**config.mk**
```make
export PLATFORM = sky130hd
export DESIGN_NAME = mips_cpu_mem_stage
export DESIGN_NICKNAME = d
export VERILOG_FILES = /design/src/rtl/mips_cpu_pkg.sv /design/src/rtl/mips_cpu_load_align.sv /design/src/rtl/mips_cpu_mem_stage.sv
export SDC_FILE = /design/constraint.sdc
export NUM_CORES = 1
export LEC_CHECK = 0
export CAP_MARGIN = 30
export CELL_PAD_IN_SITES_DETAIL_PLACEMENT = 1
export CELL_PAD_IN_SITES_GLOBAL_PLACEMENT = 2
export CORE_MARGIN = 2
export CORE_UTILIZATION = 26
export DETAILED_ROUTE_END_ITERATION = 16
export PLACE_DENSITY = 0.87
export SLEW_MARGIN = 5
export SYNTH_ARGS = -nofsm -noshare
export SYNTH_HDL_FRONTEND = slang
export SYNTH_HIERARCHICAL = 1
export SYNTH_SLANG_ARGS = --single-unit
```
**constraint.sdc**
```tcl
create_clock -name clk -period 1.9 [get_ports clk]
set_input_delay 0.19 -clock clk [delete_from_list [all_inputs] [get_ports clk]]
set_output_delay 0.19 -clock clk [all_outputs]
set_load 0.03 [all_outputs]
```
**src/rtl/mips_cpu_pkg.sv**
```systemverilog
// Shared types for the MIPS memory-access stage: load/store opcodes, FSM states, lane constants.
package mips_cpu_pkg;

    typedef enum logic [3:0] {
        OP_LB  = 4'd0,
        OP_LBU = 4'd1,
        OP_LH  = 4'd2,
        OP_LHU = 4'd3,
        OP_LW  = 4'd4,
        OP_LWL = 4'd5,
        OP_LWR = 4'd6,
        OP_SB  = 4'd7,
        OP_SH  = 4'd8,
        OP_SW  = 4'd9
    } mem_op_t;

    typedef enum logic [1:0] {
        ST_IDLE  = 2'd0,
        ST_READ  = 2'd1,
        ST_WRITE = 2'd2,
        ST_RESP  = 2'd3
    } mem_state_t;

    localparam logic [3:0] BE_WORD    = 4'b1111;
    localparam logic [3:0] BE_LO_HALF = 4'b0011;
    localparam logic [3:0] BE_HI_HALF = 4'b1100;
    localparam logic [3:0] BE_LANE0   = 4'b0001;

    function automatic logic is_store(input mem_op_t op);
        return (op == OP_SB) || (op == OP_SH) || (op == OP_SW);
    endfunction

endpackage

```
**src/rtl/mips_cpu_load_align.sv**
```systemverilog
// Combinational load write-back formatter: lane extraction, sign/zero extension, LWL/LWR merge.
module mips_cpu_load_align
    import mips_cpu_pkg::*;
(
    input  logic [31:0] rdata,
    input  mem_op_t     op,
    input  logic [1:0]  offset,
    input  logic [31:0] rt,
    output logic [31:0] wb_data
);

    logic [31:0] byte_sh;
    logic [15:0] half;
    logic [4:0]  lwl_sh;
    logic [4:0]  lwr_sh;

    always_comb begin
        byte_sh = rdata >> {offset, 3'b000};
        half    = offset[1] ? rdata[31:16] : rdata[15:0];
        lwl_sh  = {2'd3 - offset, 3'b000};
        lwr_sh  = {offset, 3'b000};
        wb_data = '0;
        case (op)
            OP_LB:   wb_data = {{24{byte_sh[7]}}, byte_sh[7:0]};
            OP_LBU:  wb_data = {24'h0, byte_sh[7:0]};
            OP_LH:   wb_data = {{16{half[15]}}, half};
            OP_LHU:  wb_data = {16'h0, half};
            OP_LW:   wb_data = rdata;
            // rt keeps the bytes the unaligned fragment does not cover
            OP_LWL:  wb_data = (rdata << lwl_sh) | (rt & ~(32'hFFFF_FFFF << lwl_sh));
            OP_LWR:  wb_data = (rdata >> lwr_sh) | (rt & ~(32'hFFFF_FFFF >> lwr_sh));
            default: wb_data = '0;
        endcase
    end

endmodule

```
**src/rtl/mips_cpu_mem_stage.sv**
```systemverilog
// MIPS memory-access stage: one Avalon-MM transfer per request with optional stall timeout.
// Define MIPS_CPU_MEM_ALIGN_CHECK_EN to reject misaligned halfword/word accesses.
//   state    | meaning
//   ST_IDLE  | ready, waiting for req_valid
//   ST_READ  | avm_read held until waitrequest low or timeout
//   ST_WRITE | avm_write held until waitrequest low or timeout
//   ST_RESP  | one-cycle resp_valid pulse
module mips_cpu_mem_stage
    import mips_cpu_pkg::*;
#(
    parameter int unsigned TIMEOUT_CYCLES = 0
) (
    input  logic        clk,
    input  logic        reset_n,
    input  logic        req_valid,
    output logic        req_ready,
    input  mem_op_t     req_op,
    input  logic [31:0] req_addr,
    input  logic [31:0] req_wdata,
    input  logic [4:0]  req_dest,
    output logic [31:0] avm_address,
    output logic        avm_read,
    output logic        avm_write,
    output logic [31:0] avm_writedata,
    output logic [3:0]  avm_byteenable,
    input  logic [31:0] avm_readdata,
    input  logic        avm_waitrequest,
    output logic        resp_valid,
    output logic [31:0] resp_data,
    output logic [4:0]  resp_dest,
    output logic        resp_wen,
    output logic        resp_err
);

    mem_state_t  state_q, state_d;
    mem_op_t     op_q, op_d;
    logic [1:0]  off_q, off_d;
    logic [31:0] rt_q, rt_d;
    logic [4:0]  dest_q, dest_d;
    logic [31:0] tmo_q, tmo_d;
    logic        read_q, read_d;
    logic        write_q, write_d;
    logic [31:0] address_q, address_d;
    logic [31:0] wdata_q, wdata_d;
    logic [3:0]  be_q, be_d;
    logic [31:0] rdata_q, rdata_d;
    logic [4:0]  rdest_q, rdest_d;
    logic        rwen_q, rwen_d;
    logic        rerr_q, rerr_d;

    logic [31:0] load_wb;
    logic [3:0]  req_be;
    logic [31:0] req_steer;
    logic        req_misaligned;

    mips_cpu_load_align u_load_align (
        .rdata   (avm_readdata),
        .op      (op_q),
        .offset  (off_q),
        .rt      (rt_q),
        .wb_data (load_wb)
    );

    always_comb begin
        req_be    = BE_WORD;
        req_steer = req_wdata;
        case (req_op)
            OP_LB, OP_LBU, OP_SB: begin
                req_be    = BE_LANE0 << req_addr[1:0];
                req_steer = {4{req_wdata[7:0]}};
            end
            OP_LH, OP_LHU, OP_SH: begin
                req_be    = req_addr[1] ? BE_HI_HALF : BE_LO_HALF;
                req_steer = {2{req_wdata[15:0]}};
            end
            default: ;
        endcase
`ifdef MIPS_CPU_MEM_ALIGN_CHECK_EN
        case (req_op)
            OP_LH, OP_LHU, OP_SH: req_misaligned = req_addr[0];
            OP_LW, OP_SW:         req_misaligned = |req_addr[1:0];
            default:              req_misaligned = 1'b0;
        endcase
`else
        req_misaligned = 1'b0;
`endif
    end

    always_comb begin
        state_d   = state_q;
        op_d      = op_q;
        off_d     = off_q;
        rt_d      = rt_q;
        dest_d    = dest_q;
        tmo_d     = tmo_q;
        read_d    = read_q;
        write_d   = write_q;
        address_d = address_q;
        wdata_d   = wdata_q;
        be_d      = be_q;
        rdata_d   = rdata_q;
        rdest_d   = rdest_q;
        rwen_d    = rwen_q;
        rerr_d    = rerr_q;
        case (state_q)
            ST_IDLE: begin
                if (req_valid) begin
                    op_d   = req_op;
                    off_d  = req_addr[1:0];
                    rt_d   = req_wdata;
                    dest_d = req_dest;
                    tmo_d  = TIMEOUT_CYCLES;
                    if (req_misaligned) begin
                        state_d = ST_RESP;
                        rdest_d = req_dest;
                        rwen_d  = 1'b0;
                        rerr_d  = 1'b1;
                    end else begin
                        address_d = {req_addr[31:2], 2'b00};
                        be_d      = req_be;
                        wdata_d   = req_steer;
                        if (is_store(req_op)) begin
                            write_d = 1'b1;
                            state_d = ST_WRITE;
                        end else begin
                            read_d  = 1'b1;
                            state_d = ST_READ;
                        end
                    end
                end
            end
            ST_READ, ST_WRITE: begin
                if (!avm_waitrequest) begin
                    read_d  = 1'b0;
                    write_d = 1'b0;
                    state_d = ST_RESP;
                    rdest_d = dest_q;
                    rerr_d  = 1'b0;
                    rwen_d  = (state_q == ST_READ);
                    if (state_q == ST_READ) rdata_d = load_wb;
                end else if (TIMEOUT_CYCLES != 0 && tmo_q == 32'd1) begin
                    read_d  = 1'b0;
                    write_d = 1'b0;
                    state_d = ST_RESP;
                    rdest_d = dest_q;
                    rerr_d  = 1'b1;
                    rwen_d  = 1'b0;
                end else begin
                    tmo_d = tmo_q - 32'd1;
                end
            end
            ST_RESP: state_d = ST_IDLE;
            default: state_d = ST_IDLE;
        endcase
    end

    always_ff @(posedge clk or negedge reset_n) begin
        if (!reset_n) begin
            state_q   <= ST_IDLE;
            op_q      <= OP_LB;
            off_q     <= '0;
            rt_q      <= '0;
            dest_q    <= '0;
            tmo_q     <= '0;
            read_q    <= 1'b0;
            write_q   <= 1'b0;
            address_q <= '0;
            wdata_q   <= '0;
            be_q      <= '0;
            rdata_q   <= '0;
            rdest_q   <= '0;
            rwen_q    <= 1'b0;
            rerr_q    <= 1'b0;
        end else begin
            state_q   <= state_d;
            op_q      <= op_d;
            off_q     <= off_d;
            rt_q      <= rt_d;
            dest_q    <= dest_d;
            tmo_q     <= tmo_d;
            read_q    <= read_d;
            write_q   <= write_d;
            address_q <= address_d;
            wdata_q   <= wdata_d;
            be_q      <= be_d;
            rdata_q   <= rdata_d;
            rdest_q   <= rdest_d;
            rwen_q    <= rwen_d;
            rerr_q    <= rerr_d;
        end
    end

    assign req_ready      = (state_q == ST_IDLE);
    assign resp_valid     = (state_q == ST_RESP);
    assign avm_read       = read_q;
    assign avm_write      = write_q;
    assign avm_address    = address_q;
    assign avm_writedata  = wdata_q;
    assign avm_byteenable = be_q;
    assign resp_data      = rdata_q;
    assign resp_dest      = rdest_q;
    assign resp_wen       = rwen_q;
    assign resp_err       = rerr_q;

endmodule

```
==> impl_metrics.tcl, run 1 <==
set metrics [dict create \
    status "finished with violations" \
    violations "negative setup slack" \
    synth_xor_area_share_pct 0 \
    synth_fa_ha_area_share_pct 0.480 \
    r2r_cells 7 \
    start_util_pct 26.4 \
    pwr-share-seq_pct 25.9 \
    grt_pass1_wl_um 47000 \
    ioPinCount 220 \
    p_int_mw 12.6 \
    syn_area_sq_um 7830 \
    synth-seq-cells 143 \
    peakVddDrop_mv 0.861 \
    clockBufferDepth 2 \
    p_leak_nw 5.51 \
    arrival_ns 2.32 \
    setup_viol 26 \
    drv_slew 0 \
    slew_headroom_pct 60.8 \
    synth_top_family_by_area "simple AND/OR/NAND/NOR gates" \
    nets 1233 \
    rows 63 \
    end_kind "flip-flop" \
    yosys.area_share.simple_pct 20.8 \
    hold_path_class "in -> reg" \
    antennaDiodeCount 0 \
    min_from "req_addr[11]" \
    track_usage_pct 19.6 \
    p_per_area_nw_per_um2 1770 \
    cp_max_fo 7 \
    synth-compound-area-share_pct 12.2 \
    ys.flop_type "dfrtp_1" \
    first_pass_iters 6 \
    routed_via_density 5.08 \
    r2r-end "resp_data[1]$_DFFE_PN0P_" \
    routedWlPerCell_um 21.3 \
    port_buffers 216 \
    multi_input_area_sq_um 4270 \
    startpoint_type "flip-flop" \
    crit_required_ns 2.21 \
    overflow 0 \
    drt_iter0_markers 622 \
    netlist_instances 837 \
    skew_ns 0.0115 \
    grt_max_degree 43 \
    cts_tree "done" \
    n_fill_cell 3348 \
    cts_num_sinks 143 \
    min_period_over_period_pct 106 \
    gp_congestion 0.842 \
    die_w_um 178 \
    drc_errors 0 \
    syn_avg_cell_area_sq_um 9.35 \
    syn_to_final_growth_pct 57.9 \
    fin_crit_ns 2.01 \
    grt_pass1_vias 7976 \
    vias 7733 \
    r2r-start "off_q[0]$_DFFE_PN0P_" \
    min_to "avm_address[11]$_DFFE_PN0P_" \
    ys_seq_area_share_pct 45.7 \
    yosys-top-cells-area "dfrtp_1 (46%), nand2_1 (13%), mux2_2 (6.6%), mux2i_1 (4.3%), mux4_2 (3.7%)" \
    rsz0062_at_grt "yes" \
    die_h_um 178 \
    hold_viol 0 \
    hold_depth 3 \
    ant_nets 0 \
    setup_ws_ns -0.105 \
    htree_levels 4 \
    cts_root_buf "clkbuf_16" \
    crit_type "reg -> reg" \
    power.total_mw 21.9 \
    yosys_warnings 6 \
    drive_gt1_share_pct 24.7 \
    p_sw_share_pct 42.4 \
    synth-edff-count 0 \
    whs_ns 0.276 \
    cts_buffers 17 \
    dieArea_sq_um 31500 \
    synth_top_cell_area_share_pct 45.7 \
    synth_mux_area_share_pct 15.2 \
    max_freq_mhz 499 \
    power.share.combinational_pct 58.3 \
    synthArstFlopShare_pct 100 \
    switchingPower_mw 9.28 \
    dpl.hpwl_um 23000 \
    clkPwrFrac_pct 15.8 \
    synth_top_area_cell "dfrtp_1" \
    clk_pin_slew_worst_paths_ns 0.07 \
    seqCellArea_sq_um 3590 \
    antenna_found_initial 0 \
    max_cap_violations 0 \
    yosys.cell_types.count 56 \
    coreArea_sq_um 29600 \
    regToRegSetupSlack_ns -0.11 \
    drt_wl_total_um 32400 \
    dp_slack_ns -0.196 \
    tightest_slew_ns 0.585 \
    worst_skew_pair.late_latency_ns 0.43 \
]
-- timing repair --
item | 4_1_cts | 5_1_grt
setup buffers | 7 | 15
endpoints found under the hold margin | 38 | 0
hold buffers | 1 | 0
endpoints found under the setup margin | 34 | 40
gates resized for setup | 35 | 76
pin swaps | 11 | 23
cloned | 1 | 2
-- through the flow --
stage / instances / util (%) / instance area, sq um / setup TNS, ns
floorplan: 839 / - / 7840 / 0
global placement: 1466 / 37.1 / 11000 / -3.18
detailed placement: 1466 / 37.1 / 11000 / -4.76
CTS: 1506 / 39.9 / 11800 / -0.498
global route: 1523 / 41.7 / 12400 / -2.52
finish: 1523 / 41.7 / 12400 / -0.968
-- cells in the mapped netlist, types with 8 or more instances --
| library cell | n |
|---|---|
| a21oi_1 | 35 |
| a222oi_1 | 11 |
| clkbuf_1 | 11 |
| o21ai_0 | 22 |
| buf_4 | 14 |
| nor2_1 | 20 |
| dfrtp_1 | 143 |
| mux2_2 | 46 |
| mux4_2 | 13 |
| nand2_1 | 280 |
| buf_2 | 37 |
| a22oi_1 | 22 |
| nand4_1 | 9 |
| nand3_1 | 32 |
| o211ai_1 | 17 |
| o22ai_1 | 8 |
| mux2i_1 | 34 |
-- critical path: stages (launching register included) --
cell and delay [ns]:
dfrtp_2 0.39, buf_12 0.17, buf_8 0.15, mux2i_4 0.25
mux2i_2 0.12, a222oi_1 0.44, nand2_1 0.10, mux2_4 0.27
-- layout by cell type (no fill, tap or decap), types with 19 or more instances in the layout --
master	count
mux2_4	27
buf_4	90
nand2_1	278
clkdlybuf4s50_1	213
nor2_1	20
mux2_2	22
dfrtp_1	138
a21oi_1	35
nand3_1	26
o21ai_0	22
clkbuf_16	19
-- layer usage --
layer	wire [um]	global-route usage, %	vias up
met5	0	0	-
met4	688	5.84	0
met3	3140	6.79	40
met2	14500	29.6	349
met1	14000	26.4	3866
li1	-	-	3478
-- state kept, by name, indices dropped and copies added (netlist names) --
name	flops
resp_data	32
rt_q	32
avm_address	30
avm_writedata	24
dest_q	5
resp_dest	5
avm_byteenable	4
op_q	4
off_q	2
state_q	2
avm_read	1
avm_write	1
resp_wen	1
-- how the worst max path moves through the flow --
stage / startpoint / endpoint / slack [ns] / cells after the start
2_1_floorplan: off_q[0]$_DFFE_PN0P_ / resp_data[26]$_DFFE_PN0P_ / 0.02 / 8
3_3_place_gp: avm_readdata[31] / resp_data[26]$_DFFE_PN0P_ / -0.16 / 7
3_5_place_dp: avm_readdata[31] / resp_data[26]$_DFFE_PN0P_ / -0.20 / 7
4_1_cts: off_q[0]$_DFFE_PN0P_ / resp_data[6]$_DFFE_PN0P_ / -0.07 / 7
5_1_grt: off_q[0]$_DFFE_PN0P_ / resp_data[7]$_DFFE_PN0P_ / -0.17 / 6
6_report: off_q[0]$_DFFE_PN0P_ / resp_data[1]$_DFFE_PN0P_ / -0.11 / 7
-- power by group through the flow --
| stage | Combinational [mW] | Clock, mW | Sequential (mW) |
|---|---|---|---|
| after floorplan | 4.79 | 0 | 7.12 |
| after global placement | 10.9 | 0 | 5.59 |
| after detailed placement | 11.1 | 0 | 5.66 |
| after CTS | 11.7 | 3.53 | 5.63 |
| after global routing | 13.6 | 3.65 | 5.85 |
| final | 12.7 | 3.46 | 5.67 |
-- final cells by class --
cell class | count | area share [%]
clock buffer | 21 | 3.64
clock inverter | 10 | 1.10
sequential | 143 | 29.0
inverter | 6 | 0.202
multi-input combinational | 617 | 34.6
timing repair buffer | 336 | 27.5
tap | 390 | 3.95
-- kinds of logic after synthesis --
logic type | after synthesis
simple gates | 375
buf+inv | 79
mux | 96
fa+ha+maj | 3
other cells | 1
flops | 143
compound gates | 140
(Power assumes the default switching activity.)
==> run 2, diff against run 1 <==
--- a/config.mk
+++ b/config.mk
@@ -9,11 +9,13 @@
 export CELL_PAD_IN_SITES_DETAIL_PLACEMENT = 1
 export CELL_PAD_IN_SITES_GLOBAL_PLACEMENT = 2
 export CORE_MARGIN = 2
-export CORE_UTILIZATION = 26
+export CORE_UTILIZATION = 27
+export CTS_BUF_LIST = sky130_fd_sc_hd__clkbuf_2 sky130_fd_sc_hd__clkbuf_4 sky130_fd_sc_hd__clkbuf_8
 export DETAILED_ROUTE_END_ITERATION = 16
-export PLACE_DENSITY = 0.87
+export PLACE_DENSITY = 0.89
 export SLEW_MARGIN = 5
 export SYNTH_ARGS = -nofsm -noshare
 export SYNTH_HDL_FRONTEND = slang
 export SYNTH_HIERARCHICAL = 1
 export SYNTH_SLANG_ARGS = --single-unit
+export TNS_END_PERCENT = 50
==> impl_metrics.tcl, run 2 (synthesis results as in run 1) <==
set metrics [dict create \
    routedWlPerCell_um 20.5 \
    hold_depth 3 \
    max_cap_violations 0 \
    drt_iter0_markers 512 \
    power.total_mw 20.0 \
    multi_input_area_sq_um 4070 \
    layout_commonest_cell "nand2_1" \
    n_fill_cell 3233 \
    min_to "avm_address[11]$_DFFE_PN0P_" \
    worst_skew_pair.late_latency_ns 0.47 \
    slowest_stage "dfrtp_2" \
    antenna_found_initial 0 \
    rsz0062_at_grt "yes" \
    p_per_area_nw_per_um2 1700 \
    r2r-end "resp_data[1]$_DFFE_PN0P_" \
    hold_path_class "in -> reg" \
    peakVddDrop_mv 0.613 \
    drv_slew 0 \
    arrival_ns 2.38 \
    r2r-start "off_q[0]$_DFFE_PN0P_" \
    r2r_cells 6 \
    cts_root_buf "clkbuf_8" \
    cp_max_fo 17 \
    skew_ns 0.0200 \
    ant_nets 0 \
    pwr-share-seq_pct 27.9 \
    setup_ws_ns -0.122 \
    slew_headroom_pct 60.4 \
    p_sw_share_pct 45.1 \
    ioPinCount 220 \
    min_period_over_period_pct 106 \
    htree_levels 4 \
    crit_required_ns 2.25 \
    grt_pass1_vias 7823 \
    power.share.combinational_pct 60.1 \
    die_h_um 174 \
    setup_viol 29 \
    track_usage_pct 20.2 \
    switchingPower_mw 9.04 \
    whs_ns 0.234 \
    clk_pin_slew_worst_paths_ns 0.10 \
    vias 7482 \
    cts_tree "done" \
    grt_max_degree 51 \
    die_w_um 174 \
    startpoint_type "flip-flop" \
    hold_viol 0 \
    violations "negative setup slack" \
    grt_pass1_wl_um 47600 \
    coreArea_sq_um 28600 \
    min_from "req_addr[11]" \
    start_util_pct 27.3 \
    dpl.hpwl_um 23000 \
    end_kind "flip-flop" \
    p_leak_nw 5.28 \
    slowest_delay_ns 0.50 \
    routed_via_density 4.98 \
    crit_type "reg -> reg" \
    drt_wl_total_um 30800 \
    port_buffers 216 \
    fin_crit_ns 2.02 \
    clkPwrFrac_pct 12.0 \
    overflow 0 \
    cts_num_sinks 143 \
    crit_chain "buf_12, mux2i_1, mux2i_1, a222oi_1, nand2_1, mux2_1" \
    tightest_slew_ns 0.590 \
    clockBufferDepth 2 \
    critPathMostFrequentCell "mux2i_1" \
    gp_congestion 0.904 \
    nets 1216 \
    cts_buffers 17 \
    dieArea_sq_um 30400 \
    status "finished with violations" \
    rows 62 \
    max_freq_mhz 495 \
    seqCellArea_sq_um 3580 \
    antennaDiodeCount 0 \
    drc_errors 0 \
    regToRegSetupSlack_ns -0.12 \
    p_int_mw 11.0 \
    layout_common_cells "nand2_1 (279), clkdlybuf4s50_1 (213), dfrtp_1 (139), buf_4 (77), mux2_2 (40)" \
    drive_gt1_share_pct 22.5 \
    syn_to_final_growth_pct 50.3 \
    first_pass_iters 5 \
]
run 2: cell types whose count changed in the layout (fill, tap and decap cells not counted), moves of 6 or more:
cell / change
mux2_2: +18
clkbuf_8: +17
mux2i_1: +6
mux2i_4: -10
buf_4: -13
a22oi_1: +8
mux2_4: -19
a22oi_2: -8
clkbuf_16: -17
run 2: cell type report:
type                    count  area share (%)
multi-input cells         617            34.6
flip-flops and latches    143            30.5
repair buffers            319            27.4
well taps                 384            4.08
clock buffers              18            2.11
clock inverters            14            1.11
inverters                   6           0.191
run 2: power groups by stage:
stage,sequential [mW],combinational [mW],clock [mW]
after CTS,5.61,11.5,2.48
final,5.59,12.0,2.40
after global routing,5.79,12.9,2.59
after floorplan,7.12,4.79,0
after global placement,5.58,10.9,0
after detailed placement,5.65,11.1,0
run 2: what timing repair did:
action	4_1_cts	5_1_grt
buffers inserted	3	7
endpoints found under the hold margin	47	0
endpoints found under the setup margin	33	33
gates resized for setup	22	43
pin swaps	7	11
cloned	1	2
hold buffers	1	0
run 2: critical path: cells and delay by family (launching register included):
family                 cells  cell delay (ns)
AND/OR/NAND/NOR            1             0.11
multiplexers               3             0.74
buffers and inverters      1             0.21
AO/OA/AOI/OAI              1             0.36
flip-flops                 1             0.50
run 2: per-stage QoR:
step	cells	util [%]	worst slack, ns	instance area, sq um	setup TNS [ns]
finish	1501	41.1	-0.122	11800	-1.62
detailed placement	1455	38.3	-0.224	11000	-6.41
CTS	1492	40.1	-0.0744	11500	-1.12
global placement	1455	38.3	-0.157	11000	-3.48
floorplan	839	-	0.0152	7840	0
global route	1501	41.1	-0.189	11800	-3.09
run 2: routing by layer:
layer / track usage [%] / vias to the layer above / routed length [um]
met3: 6.15 / 24 / 2690
li1: - / 3451 / -
met1: 27.4 / 3697 / 13800
met4: 4.66 / 0 / 357
met2: 31.5 / 310 / 13900
met5: 0 / - / 0
run 2: worst max-delay path by stage:
| stage | end | slack, ns | from |
|---|---|---|---|
| finish | resp_data[1]$_DFFE_PN0P_ | -0.12 | off_q[0]$_DFFE_PN0P_ |
| global route | resp_data[1]$_DFFE_PN0P_ | -0.19 | off_q[0]$_DFFE_PN0P_ |
| CTS | resp_data[28]$_DFFE_PN0P_ | -0.07 | off_q[0]$_DFFE_PN0P_ |
| detailed placement | resp_data[9]$_DFFE_PN0P_ | -0.22 | avm_readdata[31] |
| global placement | resp_data[26]$_DFFE_PN0P_ | -0.16 | avm_readdata[31] |
| floorplan | resp_data[26]$_DFFE_PN0P_ | 0.02 | off_q[0]$_DFFE_PN0P_ |
==> patch 1, RTL diff (settings of run 2) <==
Change the parameter `TIMEOUT_CYCLES` from 0 to 1.
--- a/src/rtl/mips_cpu_mem_stage.sv
+++ b/src/rtl/mips_cpu_mem_stage.sv
@@ -8,7 +8,7 @@
 module mips_cpu_mem_stage
     import mips_cpu_pkg::*;
 #(
-    parameter int unsigned TIMEOUT_CYCLES = 0
+    parameter int unsigned TIMEOUT_CYCLES = 1
 ) (
     input  logic        clk,
     input  logic        reset_n,
Check against the original RTL: not equivalent (a bounded check fails within 4 cycles, from zero or initial values and one cycle with reset_n low).
==> patch 1 against run 2 <==
  * The flow still finishes with violations (setup timing)
  * Critical path depth decreased by 1
  * Wire length increased by 38%
  * Sequential cell count increased by 33
  * First-iteration DRC count increased by 29%
  * Synthesized area increased by 24%
  * Clock skew decreased by 0.0027 ns
  * Combinational power increased by 24%
  * Sequential power increased by 16%
  * Via count increased by 28%
  * Total power increased by 20%
  * Clock power increased by 11%
  * Setup slack got worse by 0.25 ns
  * Cell area increased by 33%
  * Largest cell class unchanged
  * Largest power group unchanged
==> patch 1: results (changes against run 2) <==
result of the run complete, but fails checks; violations in the final reports setup timing; final-stage net count 1401 (+15%); Fill cells 3806 (+18%); number of distinct library cells after synthesis 78 (+39%); fraction of final layout cells sized beyond drive strength 1 42.4% (+20 points); Min-Delay Path Class in -> async; Worst Skew 0.0173 ns (-0.00268 ns); number of DRC markers after the initial detailed-route iteration 663 (+29%); via count of the first global-routing pass 10165 (+30%); wire length of the first global-routing pass 61.4 mm (+29%); final setup violation count 75 (+160%); count of buffers from port buffering 217 (+0.46%); data arrival time of the critical path 2.70 ns (+0.32 ns); leading post-synthesis cells by instance count sky130_fd_sc_hd__dfrtp_1 (176), sky130_fd_sc_hd__mux2_2 (119), sky130_fd_sc_hd__nand2_1 (101); worst path setup slack after routing -0.368 ns (-0.246 ns); clock network latency to the later pin of the worst-skew pair 0.50 ns (+0.03 ns); pin count of the biggest net entering global routing 53 (+3.9%); WHS 0.186 ns (-0.0477 ns); total wire length after detailed routing 42.3 mm (+38%); total half-perimeter wirelength after legalization and detailed placement 26.7 mm (+16%); portion of the post-synthesis area used by sequential elements 45.5% (-0.26 points); final sum of negative setup slack -16.24 ns (-14.62 ns); met1 Use GR 25.2% (-2.2 points); cell area after placement 0.0136 sq mm (+25%)
patch 1: cell types whose count changed in the layout (fill, tap and decap cells not counted), moves of 11 or more:
cell / change
sky130_fd_sc_hd__nand2_1: -184
sky130_fd_sc_hd__buf_4: +97
sky130_fd_sc_hd__mux2_2: +52
sky130_fd_sc_hd__dfrtp_1: +33
sky130_fd_sc_hd__buf_6: +27
sky130_fd_sc_hd__o21ai_0: +22
sky130_fd_sc_hd__mux2_4: +20
sky130_fd_sc_hd__nand3_1: -13
sky130_fd_sc_hd__a21oi_1: -11
sky130_fd_sc_hd__or4_4: +11
patch 1: power by group:
part	switching (mW)	internal, mW
clock network	1.67	0.999
registers	1.27	5.24
logic	7.58	7.29
total	10.5	13.5
patch 1: critical path: stages (launching register included):
cell and delay [ns]:
sky130_fd_sc_hd__dfrtp_1 0.40, sky130_fd_sc_hd__or4_4 0.60, sky130_fd_sc_hd__or3_4 0.36, sky130_fd_sc_hd__or3_4 0.35
sky130_fd_sc_hd__or4_4 0.43, sky130_fd_sc_hd__nand2_2 0.07
patch 1: cell families after synthesis:
kind of cell | Yosys count | synth area share (%)
and+or+nand+nor | 252 | 14.3
AOI/OAI and AO/OA | 184 | 13.0
muxes | 182 | 22.1
DFF | 176 | 45.5
buffers and inverters | 81 | 4.52
adders and majority gates | 5 | 0.646
other | 1 | 0.0387
patch 1: area by class of cell:
class | instances | area share [%]
tap | 461 | 3.67
inverter | 11 | 0.263
sequential | 176 | 28.1
clock buffer | 18 | 1.54
timing repair buffer | 455 | 28.4
antenna | 1 | 0.0159
clock inverter | 14 | 0.948
multi-input combinational | 626 | 37.1
patch 1: timing repair:
item,in CTS,in global routing
endpoints found under the setup margin,85,77
hold endpoints to repair,73,0
hold buffers,1,0
cloned,6,1
pin swaps,56,34
buffers inserted,41,18
gates resized for setup,156,93
patch 1: worst paths after layout:
kind,startpoint,end,cells past startpoint
setup / recovery,tmo_q[2]$_DFFE_PN0P_,tmo_q[9]$_DFFE_PN0P_,5
hold / removal,reset_n,resp_data[1]$_DFFE_PN0P_,2
setup reg to reg,tmo_q[2]$_DFFE_PN0P_,tmo_q[9]$_DFFE_PN0P_,5
hold reg to reg,avm_writedata[16]$_DFFE_PN0P_,avm_writedata[16]$_DFFE_PN0P_,2
max in group asynchronous,reset_n,avm_writedata[29]$_DFFE_PN0P_,3
min in group clk,req_addr[31],avm_address[31]$_DFFE_PN0P_,2
patch 1: through the flow:
stage / instances / util, %
2_1_floorplan: 882 / -
3_3_place_gp: 1665 / 38.4
3_5_place_dp: 1665 / 38.4
4_1_cts: 1745 / 42.8
5_1_grt: 1761 / 44.2
6_report: 1762 / 44.2
patch 1: per-layer routing:
layer,vias up,routed length [microns]
li1,4103,-
met1,4958,16100
met2,398,22100
met3,94,2250
met4,0,1950
met5,-,0
==> patch 2, RTL diff (settings of run 2) <==
Made on the original files. Make the reset (`reset_n`) synchronous in one clocked block.
--- a/src/rtl/mips_cpu_mem_stage.sv
+++ b/src/rtl/mips_cpu_mem_stage.sv
@@ -154,7 +154,7 @@
         endcase
     end
 
-    always_ff @(posedge clk or negedge reset_n) begin
+    always_ff @(posedge clk) begin
         if (!reset_n) begin
             state_q   <= ST_IDLE;
             op_q      <= OP_LB;
Formal check against the unedited RTL: differs if reset_n is asserted again (counterexample within 4 cycles, from zero or initial values and one cycle with reset_n low); with reset_n held inactive, the same outputs for 4 cycles.
==> patch 2 against run 2 <==
  * Wire length rose by 5.0%
  * Highest routed layer is now met5
  * Sequential cell count did not move
  * Clock skew barely moved
  * Synthesized area fell by 5.1%
  * Setup slack improved by 0.15 ns
  * Largest cell class unchanged
  * Non-clock buffer count rose by 4
  * Cell area fell by 6.0%
  * Total power fell by 35%
  * Sequential power fell by 27%
  * Largest power group unchanged
  * Via count rose by 8.6%
==> patch 2: results (changes against run 2) <==
routed wirelength normalized by instance count 20.9 microns (+1.8%); synthesized-area fraction occupied by ao, oa, aoi and oai cells 21.3% (+9.2 points); global routing met3 resource utilization 7.30% (+1.2 points); pin count of the biggest net entering global routing 50 (-2.0%); cell area after placement 0.0105 sq mm (-4.1%); portion of the post-synthesis area used by sequential elements 38.6% (-7.2 points); result of the run finished, final reports clean; Pre-antenna DRT Iters 6 (+1); r2r worst-path depth 7 (+1); Worst Skew 0.0199 ns (-0.0000860 ns); vias after detailed routing 8125 (+8.6%); post-synthesis mux area share 11.1% (-4.1 points); highest metal layer with signal wires met5; main flop type after synthesis sky130_fd_sc_hd__dfxtp_1; top fanout value on the critical path 10 (-7); wire length of the first global-routing pass 48.7 mm (+2.4%); total global-route track usage 22.1% (+1.9 points); setup slack, reg-to-reg 0.03 ns (+0.15 ns); data arrival time of the critical path 2.23 ns (-0.15 ns); hold endpoint avm_address[3]$_SDFFE_PN0P_; Internal Pwr Total 7.53 mW (-32%); Detail Route met3 WL 2.84 mm (+5.7%); met1 Use GR 27.9% (+0.53 points); share of synthesized cell area in full adder, half adder and majority cells 0.505% (+0.026 points); dpl cells 1511 (+3.8%); Final Wtd Congestion 0.881 (-2.5%); fraction of synthesis flops using an asynchronous set or reset pin 0% (-100 points); Min-Delay Startpoint req_addr[3]; worst-margin pin slew 0.506 ns (-0.0843 ns); GR Layer Usage met2 35.5% (+4.0 points); Routed met2 length 14.7 mm (+5.5%); total congestion overflow after global routing 0 (unchanged); worst voltage drop across the vdd grid 0.000459 V (-25%); metal1 wirelength 13.8 mm (about the same); total wire length after detailed routing 32.3 mm (+5.0%); end of the worst register-to-register path resp_data[27]$_SDFFE_PN0P_; synth top area cells sky130_fd_sc_hd__dfxtp_1 (39%), sky130_fd_sc_hd__nand2_1 (15%), sky130_fd_sc_hd__a21oi_1 (9.2%), sky130_fd_sc_hd__mux2i_1 (5.4%), sky130_fd_sc_hd__mux4_2 (3.9%); Reg2Reg Launch Point off_q[0]$_SDFFE_PN0P_; number of distinct library cells after synthesis 61 (+8.9%); initial antenna violation count 1 (+1); via count of the first global-routing pass 8219 (+5.1%); WHS 0.256 ns (+0.0217 ns); xor-xnor portion of the synthesized cell area 0% (unchanged); Leak Pwr 4.17 nW (-21%); number of DRC markers after the initial detailed-route iteration 679 (+33%); leading post-synthesis cells by instance count sky130_fd_sc_hd__nand2_1 (287), sky130_fd_sc_hd__dfxtp_1 (143), sky130_fd_sc_hd__a21oi_1 (136); synthesized area per cell 7.89 sq um (-16%); fraction of final layout cells sized beyond drive strength 1 17.1% (-5.3 points); final-stage net count 1307 (+7.5%); total half-perimeter wirelength after legalization and detailed placement 24.2 mm (+5.2%)
## patch 2: changes by cell type after synthesis, moves of 8 or more
| cell | run 2 | this run |
|---|---|---|
| sky130_fd_sc_hd__dfrtp_1 | 143 | 0 |
| sky130_fd_sc_hd__dfxtp_1 | 0 | 143 |
| sky130_fd_sc_hd__a21oi_1 | 35 | 136 |
| sky130_fd_sc_hd__mux2_2 | 46 | 10 |
| sky130_fd_sc_hd__clkbuf_1 | 11 | 35 |
| sky130_fd_sc_hd__o21ai_0 | 22 | 42 |
| sky130_fd_sc_hd__nand3_1 | 32 | 15 |
| sky130_fd_sc_hd__o211ai_1 | 17 | 2 |
| sky130_fd_sc_hd__a31oi_1 | 2 | 15 |
| sky130_fd_sc_hd__o22ai_1 | 8 | 0 |
## patch 2: what timing repair did
item                                    in CTS  in global routing
gates resized for setup                      6                 12
endpoints found under the setup margin      19                 30
gates cloned                                 0                  2
buffers inserted                             0                  4
pin swaps                                    0                  4
## patch 2: how the worst max path moves through the flow
stage	startpoint	end	slack, ns
4_1_cts	off_q[1]$_SDFFE_PN0P_	resp_data[24]$_SDFFE_PN0P_	0.005
2_1_floorplan	state_q[1]$_SDFFE_PN0P_	avm_writedata[14]$_SDFFE_PN0P_	0.07
3_3_place_gp	avm_readdata[31]	resp_data[7]$_SDFFE_PN0P_	-0.04
3_5_place_dp	avm_readdata[23]	resp_data[7]$_SDFFE_PN0P_	-0.12
6_report	off_q[0]$_SDFFE_PN0P_	resp_data[27]$_SDFFE_PN0P_	0.03
5_1_grt	off_q[0]$_SDFFE_PN0P_	resp_data[27]$_SDFFE_PN0P_	-0.08
## patch 2: layout make-up
| cell class | instances | area (sq um) |
|---|---|---|
| inverters | 9 | 35.0 |
| flip-flops and latches | 143 | 2870 |
| well taps | 341 | 427 |
| clock inverters | 13 | 149 |
| fillers | 3184 | 15900 |
| multi-input cells | 701 | 4130 |
| repair buffers | 323 | 3180 |
| clock buffers | 19 | 262 |
## patch 2: critical path: stages (launching register included)
cell and delay [ns]:
sky130_fd_sc_hd__dfxtp_4 0.45, sky130_fd_sc_hd__buf_4 0.25, sky130_fd_sc_hd__mux2i_1 0.26, sky130_fd_sc_hd__mux2i_1 0.16, sky130_fd_sc_hd__a222oi_1 0.42, sky130_fd_sc_hd__nand2_1 0.10
sky130_fd_sc_hd__nand2_1 0.07, sky130_fd_sc_hd__a21oi_1 0.05
## patch 2: power by group through the flow
stage	clock [mW]	sequential [mW]	combinational (mW)
2_1_floorplan	0	4.75	2.88
3_3_place_gp	0	4.10	6.15
3_5_place_dp	0	4.13	6.26
4_1_cts	2.70	4.06	6.28
5_1_grt	2.81	4.14	6.87
6_report	2.61	4.07	6.37
